[src/rtl/parking_pkg.sv]
// Shared types for the parking-lot counter: gate FSM states and a small popcount helper.
// Pure declarations; no latency or backpressure of its own.
package parking_pkg;

  typedef enum logic [2:0] {IDLE, EN1, EN2, EN3, EX1, EX2, EX3} gate_state_e;

  function automatic logic [3:0] popcount(input logic [7:0] v);
    logic [3:0] n;
    n = '0;
    for (int i = 0; i < 8; i++) n = n + {3'b000, v[i]};
    return n;
  endfunction

endpackage

[src/rtl/parking_gate_fsm.sv]
// One gate: synchronises the outer/inner beams and decodes complete enter/exit sequences.
// Pulse lands SYNC_STAGES+1 edges after the final 00 at the pins; no backpressure, sensors are free-running.
module parking_gate_fsm #(
  parameter int SYNC_STAGES = 2
) (
  input  logic CLOCK_50,
  input  logic reset,
  input  logic outer,
  input  logic inner,
  output logic enter_pulse,
  output logic exit_pulse
);
  import parking_pkg::*;

  logic [SYNC_STAGES-1:0] outer_sync;
  logic [SYNC_STAGES-1:0] inner_sync;
  logic [1:0]             ab;
  gate_state_e            state;

  always_ff @(posedge CLOCK_50 or posedge reset) begin
    if (reset) begin
      outer_sync <= '0;
      inner_sync <= '0;
    end else begin
      outer_sync <= {outer_sync[SYNC_STAGES-2:0], outer};
      inner_sync <= {inner_sync[SYNC_STAGES-2:0], inner};
    end
  end

  assign ab = {outer_sync[SYNC_STAGES-1], inner_sync[SYNC_STAGES-1]};

  // Exit states mirror the entry states with the two beams swapped.
  always_ff @(posedge CLOCK_50 or posedge reset) begin
    if (reset) begin
      state       <= IDLE;
      enter_pulse <= 1'b0;
      exit_pulse  <= 1'b0;
    end else begin
      enter_pulse <= 1'b0;
      exit_pulse  <= 1'b0;
      case (state)
        IDLE: case (ab)
          2'b10:   state <= EN1;
          2'b01:   state <= EX1;
          default: state <= IDLE;
        endcase
        EN1: case (ab)
          2'b10:   state <= EN1;
          2'b11:   state <= EN2;
          default: state <= IDLE;
        endcase
        EN2: case (ab)
          2'b11:   state <= EN2;
          2'b01:   state <= EN3;
          2'b10:   state <= EN1;
          default: state <= IDLE;
        endcase
        EN3: case (ab)
          2'b01:   state <= EN3;
          2'b11:   state <= EN2;
          2'b00: begin
            state       <= IDLE;
            enter_pulse <= 1'b1;
          end
          default: state <= IDLE;
        endcase
        EX1: case (ab)
          2'b01:   state <= EX1;
          2'b11:   state <= EX2;
          default: state <= IDLE;
        endcase
        EX2: case (ab)
          2'b11:   state <= EX2;
          2'b10:   state <= EX3;
          2'b01:   state <= EX1;
          default: state <= IDLE;
        endcase
        EX3: case (ab)
          2'b10:   state <= EX3;
          2'b11:   state <= EX2;
          2'b00: begin
            state      <= IDLE;
            exit_pulse <= 1'b1;
          end
          default: state <= IDLE;
        endcase
        default: state <= IDLE;
      endcase
    end
  end

endmodule

[src/rtl/parking_lot_counter.sv]
// Multi-gate occupancy counter: per-gate decoders feed a saturating count with full/empty and sticky errors.
// Count follows a gate pulse by one edge; no backpressure, out-of-range events are clamped and flagged.
module parking_lot_counter #(
  parameter int NUM_GATES   = 2,
  parameter int CAPACITY    = 25,
  parameter int SYNC_STAGES = 2,
  localparam int CNT_W      = $clog2(CAPACITY + 1)
) (
  input  logic                 CLOCK_50,
  input  logic                 reset,
  input  logic [NUM_GATES-1:0] outer,
  input  logic [NUM_GATES-1:0] inner,
  input  logic                 clear_err,
  output logic [NUM_GATES-1:0] enter_pulse,
  output logic [NUM_GATES-1:0] exit_pulse,
  output logic [CNT_W-1:0]     count,
  output logic                 full,
  output logic                 empty,
  output logic                 ovf_err,
  output logic                 unf_err
);
  import parking_pkg::*;

  localparam int TW = CNT_W + 4;

  for (genvar g = 0; g < NUM_GATES; g++) begin : g_gate
    parking_gate_fsm #(.SYNC_STAGES(SYNC_STAGES)) u_gate (
      .CLOCK_50    (CLOCK_50),
      .reset       (reset),
      .outer       (outer[g]),
      .inner       (inner[g]),
      .enter_pulse (enter_pulse[g]),
      .exit_pulse  (exit_pulse[g])
    );
  end

  logic [3:0]           n_enter;
  logic [3:0]           n_exit;
  logic signed [TW-1:0] next_t;
  logic                 ovf_evt;
  logic                 unf_evt;

  // Enters and exits net out before clamping, so a swap at a limit is not an error.
  always_comb begin
    n_enter = popcount(8'(enter_pulse));
    n_exit  = popcount(8'(exit_pulse));
    next_t  = $signed(TW'(count)) + $signed(TW'(n_enter)) - $signed(TW'(n_exit));
    ovf_evt = next_t > $signed(TW'(CAPACITY));
    unf_evt = next_t[TW-1];
  end

  always_ff @(posedge CLOCK_50 or posedge reset) begin
    if (reset) begin
      count   <= '0;
      ovf_err <= 1'b0;
      unf_err <= 1'b0;
    end else begin
      if (ovf_evt)      count <= CNT_W'(CAPACITY);
      else if (unf_evt) count <= '0;
      else              count <= next_t[CNT_W-1:0];
      ovf_err <= (ovf_err & ~clear_err) | ovf_evt;
      unf_err <= (unf_err & ~clear_err) | unf_evt;
    end
  end

  assign full  = (count == CNT_W'(CAPACITY));
  assign empty = (count == '0);

endmodule

[config.mk]
export PLATFORM = sky130hd
export DESIGN_NAME = parking_lot_counter
export DESIGN_NICKNAME = d
export VERILOG_FILES = /design/src/rtl/parking_pkg.sv /design/src/rtl/parking_gate_fsm.sv /design/src/rtl/parking_lot_counter.sv
export SDC_FILE = /design/constraint.sdc
export NUM_CORES = 1
export LEC_CHECK = 0
export CORE_ASPECT_RATIO = 0.75
export CORE_UTILIZATION = 55
export DETAILED_ROUTE_END_ITERATION = 10
export PLACE_DENSITY = 0.87
export SETUP_SLACK_MARGIN = 0.1
export SLEW_MARGIN = 40
export SYNTH_ARGS = -nofsm -noshare
export SYNTH_HDL_FRONTEND = slang
export SYNTH_HIERARCHICAL = 1
export SYNTH_SLANG_ARGS = --single-unit
[constraint.sdc]
create_clock -name CLOCK_50 -period 4.2 [get_ports CLOCK_50]
set_clock_uncertainty 0.15 [all_clocks]
set_input_delay 0.84 -clock CLOCK_50 [delete_from_list [all_inputs] [get_ports CLOCK_50]]
set_output_delay 0.84 -clock CLOCK_50 [all_outputs]
set_load 0.02 [all_outputs]
======== Yosys cells after proc, flatten, opt, wreduce, memory -nomap -nowiden ========
Index checks and enable logic that the tools add are counted.
operators by class
  add/sub/neg operators ................... 4
  $mul .................................... 0
  divide/modulo/power cells ............... 0
  magnitude comparators ................... 1
  equal/unequal tests ..................... 19
  shift operators ......................... 0
  muxes and demuxes ....................... 24
  bitwise logic cells ..................... 5
  reduce and logical (&&, ||, !) cells .... 5
operators with widths
  operator              count
  $pmux W3 S7           2
  $pmux W3 S2           6
  $eq A3 B3 Y1 const B  6
  $pmux W3 S3           2
  $pmux W2 S2           4
  $eq A3 B2 Y1 const B  4
  $pmux W2 S3           2
  $mux W5               2
  $eq A2 B2 Y1 const B  4
  $gt A7 B6 Y1 const B  1
  $sub A6 B2 Y7         1
  $add A5 B2 Y6         1
  $eq A3 B1 Y1 const B  2
  $logic_not A3 Y1      2
  $mux W1               6
  $eq A5 B5 Y1 const B  1
  $logic_not A5 Y1      1
  $add A1 B1 Y2         2
  $eq A2 B1 Y1 const B  2
  $logic_not A2 Y1      2
  $and A1 B1 Y1         2
  $or A1 B1 Y1          2
  $not A1 Y1            1
storage, ports and cells
  register bits ........................... 25
  bits in latches ......................... 0
  RAM bits ................................ 0
  memory bits (read-only) ................. 0
  input bits .............................. 7
  logic and storage cells ................. 71
  memories kept ........................... 0

======== Longest topological paths before layout ========
Gate-level depths: netlist of the first run.
  word-level depth ........................ 5
  gate-level depth with buffers ........... 11

======== Modules after synthesis ========
The synthesis of the first run kept the hierarchy.
modules (own cells, without submodules)
  module               instances  cells each  area an instance (µm²)
  parking_gate_fsm     2          44          488.0
  parking_lot_counter  1          63          625.6

======== Least setup slack after synthesis of the first run ========
OpenSTA, ideal clock, no wires.
  kind .................................... reg2reg
  start point ............................. register g_gate[0].u_gate.exit_pulse
  end point ............................... register count[0]
  setup time .............................. 0.082 ns
  arrival time ............................ 2.531 ns
  required time ........................... 3.968 ns
  setup slack ............................. 1.437 ns
  stages on the path, launching flop included .. 12
  clock period less this slack ............ 2.763 ns
  cell sequence ........................... dfrtp_1 inv_1 fa_1 inv_1 fa_1 inv_1 ha_1 fa_1 xor2_1 o21bai_4 a211o_1 a31oi_1
on the way
  longest elaborated chain between the ends .. 4
  elaborated cells between the ends (all ways) .. 5
RTL lines
  element                                         line                                                  RTL
  from (decl)                                     parking_gate_fsm.sv:11                                output logic exit_pulse
  from (signal assigned)                          parking_gate_fsm.sv:37                                exit_pulse <= 1'b0;
  from (signal assigned)                          parking_gate_fsm.sv:40                                exit_pulse <= 1'b0;
  from (signal assigned)                          parking_gate_fsm.sv:83                                exit_pulse <= 1'b1;
  $add A1 B1 Y2 (*)                               parking_pkg.sv:10                                     for (int i = 0; i < 8; i++) n = n + {3'b000, v[i]};
  $sub A6 B2 Y7 (*)                               parking_lot_counter.sv:47                             next_t = $signed(TW'(count)) + $signed(TW'(n_enter)) - $signed(TW'(n_exit));
  $gt A7 B6 Y1 / $mux W5 (equally long branches)  parking_lot_counter.sv:48, parking_lot_counter.sv:59
  $mux W5 (*)                                     parking_lot_counter.sv:58                             if (ovf_evt) count <= CNT_W'(CAPACITY);
  to (signal assigned)                            parking_lot_counter.sv:58
  to (signal assigned)                            parking_lot_counter.sv:60                             else count <= next_t[CNT_W-1:0];
  to (decl)                                       parking_lot_counter.sv:16                             output logic [CNT_W-1:0] count,
Mark *: on every way between the ends. The rest lies on a longest branch, timed or not.

======== Worst setup path after layout of the first run ========
  start point ............................. register count[2]
  end point ............................... output empty
on the way
  longest elaborated chain between the ends .. 1
RTL lines
  element           line                       RTL
  $logic_not A5 Y1  parking_lot_counter.sv:67  assign empty = (count == '0);
  to (decl)         parking_lot_counter.sv:18  output logic empty,
Every way passes these cells.

==> results of run 1 <==
-- power by group --
part	leakage [nW]	internal, mW	total [mW]	switching (mW)
clock	0.0261	0.0695	0.147	0.0771
combinational	0.528	0.207	0.440	0.233
sequential	0.310	0.288	0.358	0.0705
-- logic make-up (layout without fill, tap and decap cells) --
logic type	after synthesis	count (layout)
AND/OR/NAND/NOR	28	28
XOR/XNOR	4	4
adder cells (fa/ha/maj)	25	25
buffers and inverters	29	48
AO/OA/AOI/OAI	36	36
multiplexers	4	4
flip-flops	25	25
-- per-stage QoR --
step                      area [um^2]  util, %  cells
after floorplan                  1602        -    151
after global placement           1792    66.79    202
after detailed placement         1792    66.79    202
after CTS                        1842    68.66    206
after global routing             1842    68.66    206
final                            1842    68.66    206
-- layout make-up --
class	count	area, um^2
inverter	25	93.84
clock inverter	1	8.758
timing repair buffer	19	190.2
sequential	25	625.6
fill	196	840.8
multi-input combinational	97	837.1
clock buffer	3	41.29
tap	36	45.04
-- layer usage --
| layer | wire length (um) | vias to the layer above | share of wire, % |
|---|---|---|---|
| met3 | 163 | 6 | 5.5 |
| li1 | - | 547 | - |
| met2 | 1507 | 54 | 51 |
| met4 | 28 | 0 | 0.95 |
| met5 | 0 | - | 0 |
| met1 | 1257 | 567 | 43 |
-- cell usage in the layout (no fill, tap or decap), types with 2 or more instances in the layout --
master	n
nor3b_1	3
a211oi_1	2
nor2b_1	2
fa_1	3
clkbuf_8	3
dfrtp_1	25
a21oi_1	5
nand2b_1	2
nor3_1	3
clkdlybuf4s50_1	19
o21ai_0	9
mux2i_1	4
xor2_1	2
a2bb2oi_1	2
ha_1	22
and3_2	2
o21a_1	2
o31ai_2	2
inv_1	25
o2111a_1	2
nand2_1	4
o21ai_1	2
a31oi_1	5
nor2_1	8
-- cells in the mapped netlist, types with 3 or more instances --
master,instances
nor3b_1,3
dfrtp_1,25
nand2_1,4
ha_1,22
fa_1,3
nor3_1,3
inv_1,25
buf_6,4
nor2_1,8
a31oi_1,5
mux2i_1,4
o21ai_0,9
a21oi_1,5
-- flip-flops by register name (all words and copies together) (netlist names) --
register and flops:
g_gate.u_gate/state 6, count 5, g_gate.u_gate/inner_sync 4, g_gate.u_gate/outer_sync 4, g_gate.u_gate/enter_pulse 2, g_gate.u_gate/exit_pulse 2, ovf_err 1, unf_err 1
-- critical path: stages (launching register included) --
cell and delay, ps:
dfrtp_1 400, inv_1 160, ha_1 180, nor4b_1 220, clkdlybuf4s50_1 650
-- path summary, 6_finish.rpt --
path,start,end,cells past startpoint
setup / recovery,count[2],empty,4
setup reg to reg,g_gate[1].u_gate/exit_pulse,ovf_err,11
hold / removal,g_gate[0].u_gate/inner_sync[0],g_gate[0].u_gate/inner_sync[1],0
max in group asynchronous,reset,g_gate[0].u_gate/state[2],2
hold reg to reg,g_gate[0].u_gate/inner_sync[0],g_gate[0].u_gate/inner_sync[1],0
min in group asynchronous,reset,count[1],2
==> results summary, run 1 <==
The flow ran to the end, and the final reports show no timing, DRC or antenna violations. The die is 48.73 um tall. The xor and xnor fraction of the mapped netlist area is 2.656%. The worst setup slack before clock tree synthesis came out at 1389 ps.

For met3 alone, demand over resource in global routing was 5.896%. STA classifies the critical path startpoint as a register. The total count of hold-check failures in the final report came to 0. The antenna diode instance count is 0.

Summed over all instances, the cell type with the most area after synthesis is dfrtp_1. The share of synthesized area occupied by flip-flops and latches is 39.06%. The total nets after synthesis came out at 183. TritonCTS built the clock tree. The post-cts sizing count is 0. Setup repair after global routing left no endpoint under its margin.

The number of CTS-inserted buffers came out at 3. The antenna violation net count after detailed routing came out at 0. The post-route fraction of the period consumed by the critical path came out at 68.35%. In the routed design, unresolved DRC markers number 0. The Yosys step of the flow raised 6 warnings. The min-delay analysis places its worst path in the category register to register.

The critical path data required time is 3210 ps. The final routed wire length divided by cell count is 14.35 um. The number of sinks on the clock net came out at 25. The number of distinct library cells after synthesis is 34.

The initial core utilization is 59.70%. The layout cell share with drive strength beyond 1 came out at 7.647%. The number of hold buffers added after CTS is 0. The standard cell core area is 0.002683 mm^2. Detailed routing inserted a total of 1174 vias. Routability-driven placement finished with a final weighted congestion of 0.8854. The largest family of logic cells by synthesized area is adder cells.

The total number of placement rows came out at 16. The worst-path maximum fanout is 4. The basic-gate share of the synthesized area counting and, or, nand and nor cells is 9.453%. The area of the mapped netlist is 0.001602 mm^2. The worst slew slack as a fraction of its limit is 76.96%. The ratio of total power to cell area is 513.0 mW/mm^2. The worst-skew pair later-pin latency is 270 ps. The post-synthesis area per instance is 10.61 um^2. The CTS clock-pin slew for the worst setup and hold paths is 90 ps. The synthesized design contains 25 register bits.

The post-synthesis instance total came out at 151. The maximum clock rate came out at 348.3 MHz. The overflow left after global routing is 0. The global-route wire length before repair came out at 5.347 mm. The arrival time of the worst setup path is 1880 ps. The pin count of the biggest net entering global routing is 17.

The met1 layer usage reported by global route is 27.16%. The die covers 0.003134 mm^2. The DRC violation total after the first TritonRoute iteration came out at 38.

The count of boundary I/O pins came out at 20. The buffer cell driving the clock tree root is clkbuf_8. The horizontal extent of the die came out at 64.31 um. The maximum level of the CTS H-tree is 1.

The worst reg-to-reg setup slack is 1330 ps. Adding up every negative setup slack in the final design gives 0 ps. For this block, the routed nets add up to 2.957 mm of wire. The number of max-cap violations is 0.

The signed area change from the synthesized netlist to the final layout came out at 15.00%. The count of flip-flops with a built-in enable after synthesis came out at 0. The proportion of netlist area held by the largest area contributor is 39.06%.

Of the total synthesized cell area, the portion taken by full adders, half adders and majority gates is 20.94%. The initial antenna violation count came out at 0. Before antenna repair, the detailed router went through 5 iterations. The via count of the first global-routing pass came out at 1207.

The met2 usage in global routing came out at 37.89%. The max-slew violation total from the final report is 0. The post-CTS setup-driven buffer insertion count is 0. The share of the synthesized area in compound gates (AO/OA/AOI/OAI) came out at 16.72%. The pin slew with the least headroom to its limit is 343.9 ps. The final worst hold slack is 209.9 ps.

The minimum clock period after layout came out at 2871 ps. Port buffering added 19 buffers. The post-DP HPWL came out at 2.358 mm. After global routing, the most crowded layer is met2. The overall fraction of global-route tracks in use is 21.95%. The most used flip-flop cell after synthesis is dfrtp_1. The final-stage net count came out at 203. The sort of element at the end of the critical path is an output pin. The static leakage is 0.8639 nW.

Setup violations remaining at the end of the flow were counted as 0. The clock passes through at most 2 buffers. The total power is 944.9 uW. The via-per-instance ratio came out at 5.699. The critical path in this run is classified as register to output pin. After layout, the worst setup slack is 1329 ps. In the post-synthesis netlist, the biggest area contributors are dfrtp_1 39%, ha_1 17%, inv_1 5.9%, fa_1 3.8%, o21ai_0 2.8%. The post-synthesis async set-or-reset flop share is 100.0%. The mux cell area share after synthesis came out at 2.500%. The worst supply voltage drop on vdd came out at 0.0002678 V.
(Power assumes the default switching activity.)
==> run 2: changes to the inputs <==
CORE_UTILIZATION = 49   (was 55)
PLACE_DENSITY = 0.83   (was 0.87)
clock period = 2.64 ns   (was 4.2 ns; I/O delays follow)
==> run 2 against run 1 <==
Compared with the run above:
- the run now ends with negative setup slack left
- via count shrank 2.6%
- sequential power grew 59%
- largest cell class unchanged
- clock-buffer cell count is the same
- sequential share of layout area shrank 1.6 points
==> results summary, run 2 (same netlist as run 1, synthesis figures left out) <==
The deepest clock path buffer count came out at 2 (unchanged). The placer congestion estimate is 0.8688 (-1.9%). The cell area after layout is 0.001946 mm^2 (+5.6%).

The DRC violation total after the first TritonRoute iteration is 42 (+11%). The max-slew violation total from the final report is 0 (unchanged). The die area is 0.003503 mm^2 (+12%). The power dissipated by switching net loads is 633.3 uW (+67%). The number of buffers inserted by port buffering is 19 (unchanged). The maximum level of the CTS H-tree is 1 (unchanged). The initial antenna violation count came out at 0 (unchanged).

The antenna diode instance count is 0 (unchanged). The CTS clock-pin slew for the worst setup and hold paths came out at 90 ps (about the same). The total of fill cells in the finished design came out at 233 (+19%). The y dimension of the die was 51.51 um (+5.7%). The area of all sequential standard cells is 629.4 um^2 (+0.60%). The post-place instance area is 0.001805 mm^2 (+0.77%).

The DRC violation count after routing was 0 (unchanged). The global-route wire length before repair was 5.126 mm (-4.1%). The final-stage net count came out at 207 (+2.0%). The aggregate routed wire length is 2.913 mm (-1.5%).

The final routed wire length divided by cell count is 13.74 um (-4.3%). The post-DP HPWL came out at 2.347 mm (-0.46%). The delay of the slowest cell on the worst path is 470 ps (-180 ps). The multi-input gate area in the final layout was 903.4 um^2 (+7.9%). The overflow left after global routing came out at 0 (unchanged). The layout cell share with drive strength beyond 1 came to 17.82% (+10 points). Leaving out fill and tap cells, the most frequent cell in the layout is dfrtp_1. In the layout the commonest cells are 22 x dfrtp_1, 21 x inv_1, 21 x ha_1. The total number of placement rows is 17 (+1).

The number of max-cap violations came out at 0 (unchanged). The number of CTS-inserted buffers came out at 3 (unchanged). The design internal power is 971.2 uW (+72%). The sort of element at the end of the critical path is a register. The switching power share of the total came out at 39.47% (-0.78 points). The antenna violation net count after detailed routing is 0 (unchanged). The final worst hold slack is 207.6 ps (-2.267 ps).

The worst supply voltage drop on vdd came to 0.0004144 V (+55%). The number of setup violations in the final report is 5 (+5). The master of the slowest instance on the critical path is fa_1. The number of detailed-routing iterations run before antenna repair was 4 (-1). The maximum clock rate came out at 368.0 MHz. The worst-path maximum fanout came to 3 (-1). The number of sinks on the clock net came out at 25 (unchanged).

The via count of the first global-routing pass came to 1195 (-0.99%). The pin slew with the least headroom to its limit was 363.4 ps (+19.55 ps). The worst-skew pair later-pin latency is 270 ps (about the same). The arrival time of the worst setup path came out at 2750 ps (+870 ps).

The worst path uses 102.9% of the clock period. The critical path data required time is 2680 ps (-530 ps). The worst setup path is launched from a register. The ratio of total power to cell area is 824.7 mW/mm^2 (+61%). The largest registers in the layout are g_gate.u_gate/state: 6 flops, count: 5 flops. Setup repair after global routing could not meet its margin everywhere.

The standard cell core area came out at 0.003020 mm^2 (+13%). The static leakage was 0.9099 nW (+5.3%). The total count of hold-check failures in the final report is 0 (unchanged). The smallest setup slack after layout came to -77.45 ps (-1407 ps). The worst slew slack as a fraction of its limit is 75.74% (-1.2 points).

The proportion of power drawn by the clock network is 13.5% (-2.0 points). CTS placed an instance of clkbuf_8 at the clock tree root. Counting flops per register, the top entry is g_gate.u_gate/state. The number of flip-flops under the largest register name was 6 (unchanged).

The min-delay analysis places its worst path in the category register to register. The flow ran to the end, but the final reports show violations. The share of power burned in combinational logic came out at 51.0% (+4.4 points). The cell that appears most often on the critical path is inv_2. The horizontal extent of the die is 68.02 um (+5.8%). The final reports fail on negative setup slack. TritonCTS built the clock tree. The pin count of the biggest net entering global routing came to 15 (-2).

The minimum clock period after layout came out at 2717 ps. The initial core utilization came out at 53.02% (-6.7 points). The total number of vias came out at 1144 (-2.6%). The signed area change from the synthesized netlist to the final layout is 21.48%. The count of boundary I/O pins came to 20 (unchanged). The via-per-instance ratio is 5.396 (-5.3%). The overall fraction of global-route tracks in use is 19.54% (-2.4 points). The critical path in this run is classified as register to register. The part of the power in registers is 35.5% (-2.4 points). Traced cell by cell, the critical path runs through inv_2 -> fa_1 -> inv_2 -> fa_2 -> inv_2 -> ha_4 -> fa_2 -> xor2_2 -> o21bai_4 -> a211o_1 -> a31oi_1.
run 2: per-layer routing:
layer	part of all wire, %	up-vias	routed length (um)	global-route usage (%)
li1	-	547	-	-
met1	43	561	1257	23.71
met2	52	36	1519	35.95
met3	4.7	0	136	4.605
met4	0	0	0	2.083
met5	0	-	0	0
run 2: what timing repair did:
item,CTS,global route
hold buffers,0,0
pin swaps,4,8
setup buffers,1,3
resized for setup,3,11
setup endpoints to repair,7,8
run 2: power by group through the flow:
stage,clock (mW),sequential [mW],combinational (mW)
after detailed placement,0,0.573,0.697
after global placement,0,0.566,0.662
final,0.217,0.569,0.818
after CTS,0.225,0.567,0.707
after global routing,0.243,0.583,0.886
after floorplan,0,0.552,0.557
run 2: worst max-delay path: cells and delay by family (launching register included):
family	cells	cell delay, ps
XOR/XNOR	1	160
adder cells (fa/ha/maj)	4	1170
buffers and inverters	3	150
flip-flops	1	370
AO/OA/AOI/OAI	3	620
run 2: worst paths after layout:
| kind | from | to | slack, ps | depth (start not counted) |
|---|---|---|---|---|
| setup / recovery | g_gate[0].u_gate/exit_pulse | ovf_err | -80 | 11 |
| hold / removal | g_gate[1].u_gate/inner_sync[0] | g_gate[1].u_gate/inner_sync[1] | 210 | 0 |
| setup reg to reg | g_gate[0].u_gate/exit_pulse | ovf_err | -80 | 11 |
| hold reg to reg | g_gate[1].u_gate/inner_sync[0] | g_gate[1].u_gate/inner_sync[1] | 210 | 0 |
| max in group asynchronous | reset | g_gate[0].u_gate/exit_pulse | 1610 | 2 |
| min in group asynchronous | reset | count[3] | 410 | 2 |
run 2: metrics by stage:
step / instances / utilization [%] / power (mW) / setup slack (ps) / TNS (ps)
2_1_floorplan: 151 / - / 1.110 / -13.12 / -13.12
3_3_place_gp: 204 / 59.78 / 1.228 / 15.58 / 0
3_5_place_dp: 204 / 59.78 / 1.270 / -82.34 / -246.2
4_1_cts: 209 / 61.85 / 1.499 / -62.83 / -91.96
5_1_grt: 212 / 64.42 / 1.712 / -176.2 / -997.1
6_report: 212 / 64.42 / 1.605 / -77.45 / -283.8
run 2: area by class of cell:
class                           instances  area share (%)
Multi-Input combinational cell         97           46.43
Sequential cell                        25           32.35
Timing Repair Buffer                   23           11.58
Inverter                               25           4.823
Tap cell                               38           2.444
Clock buffer                            3           2.122
Clock inverter                          1          0.2572
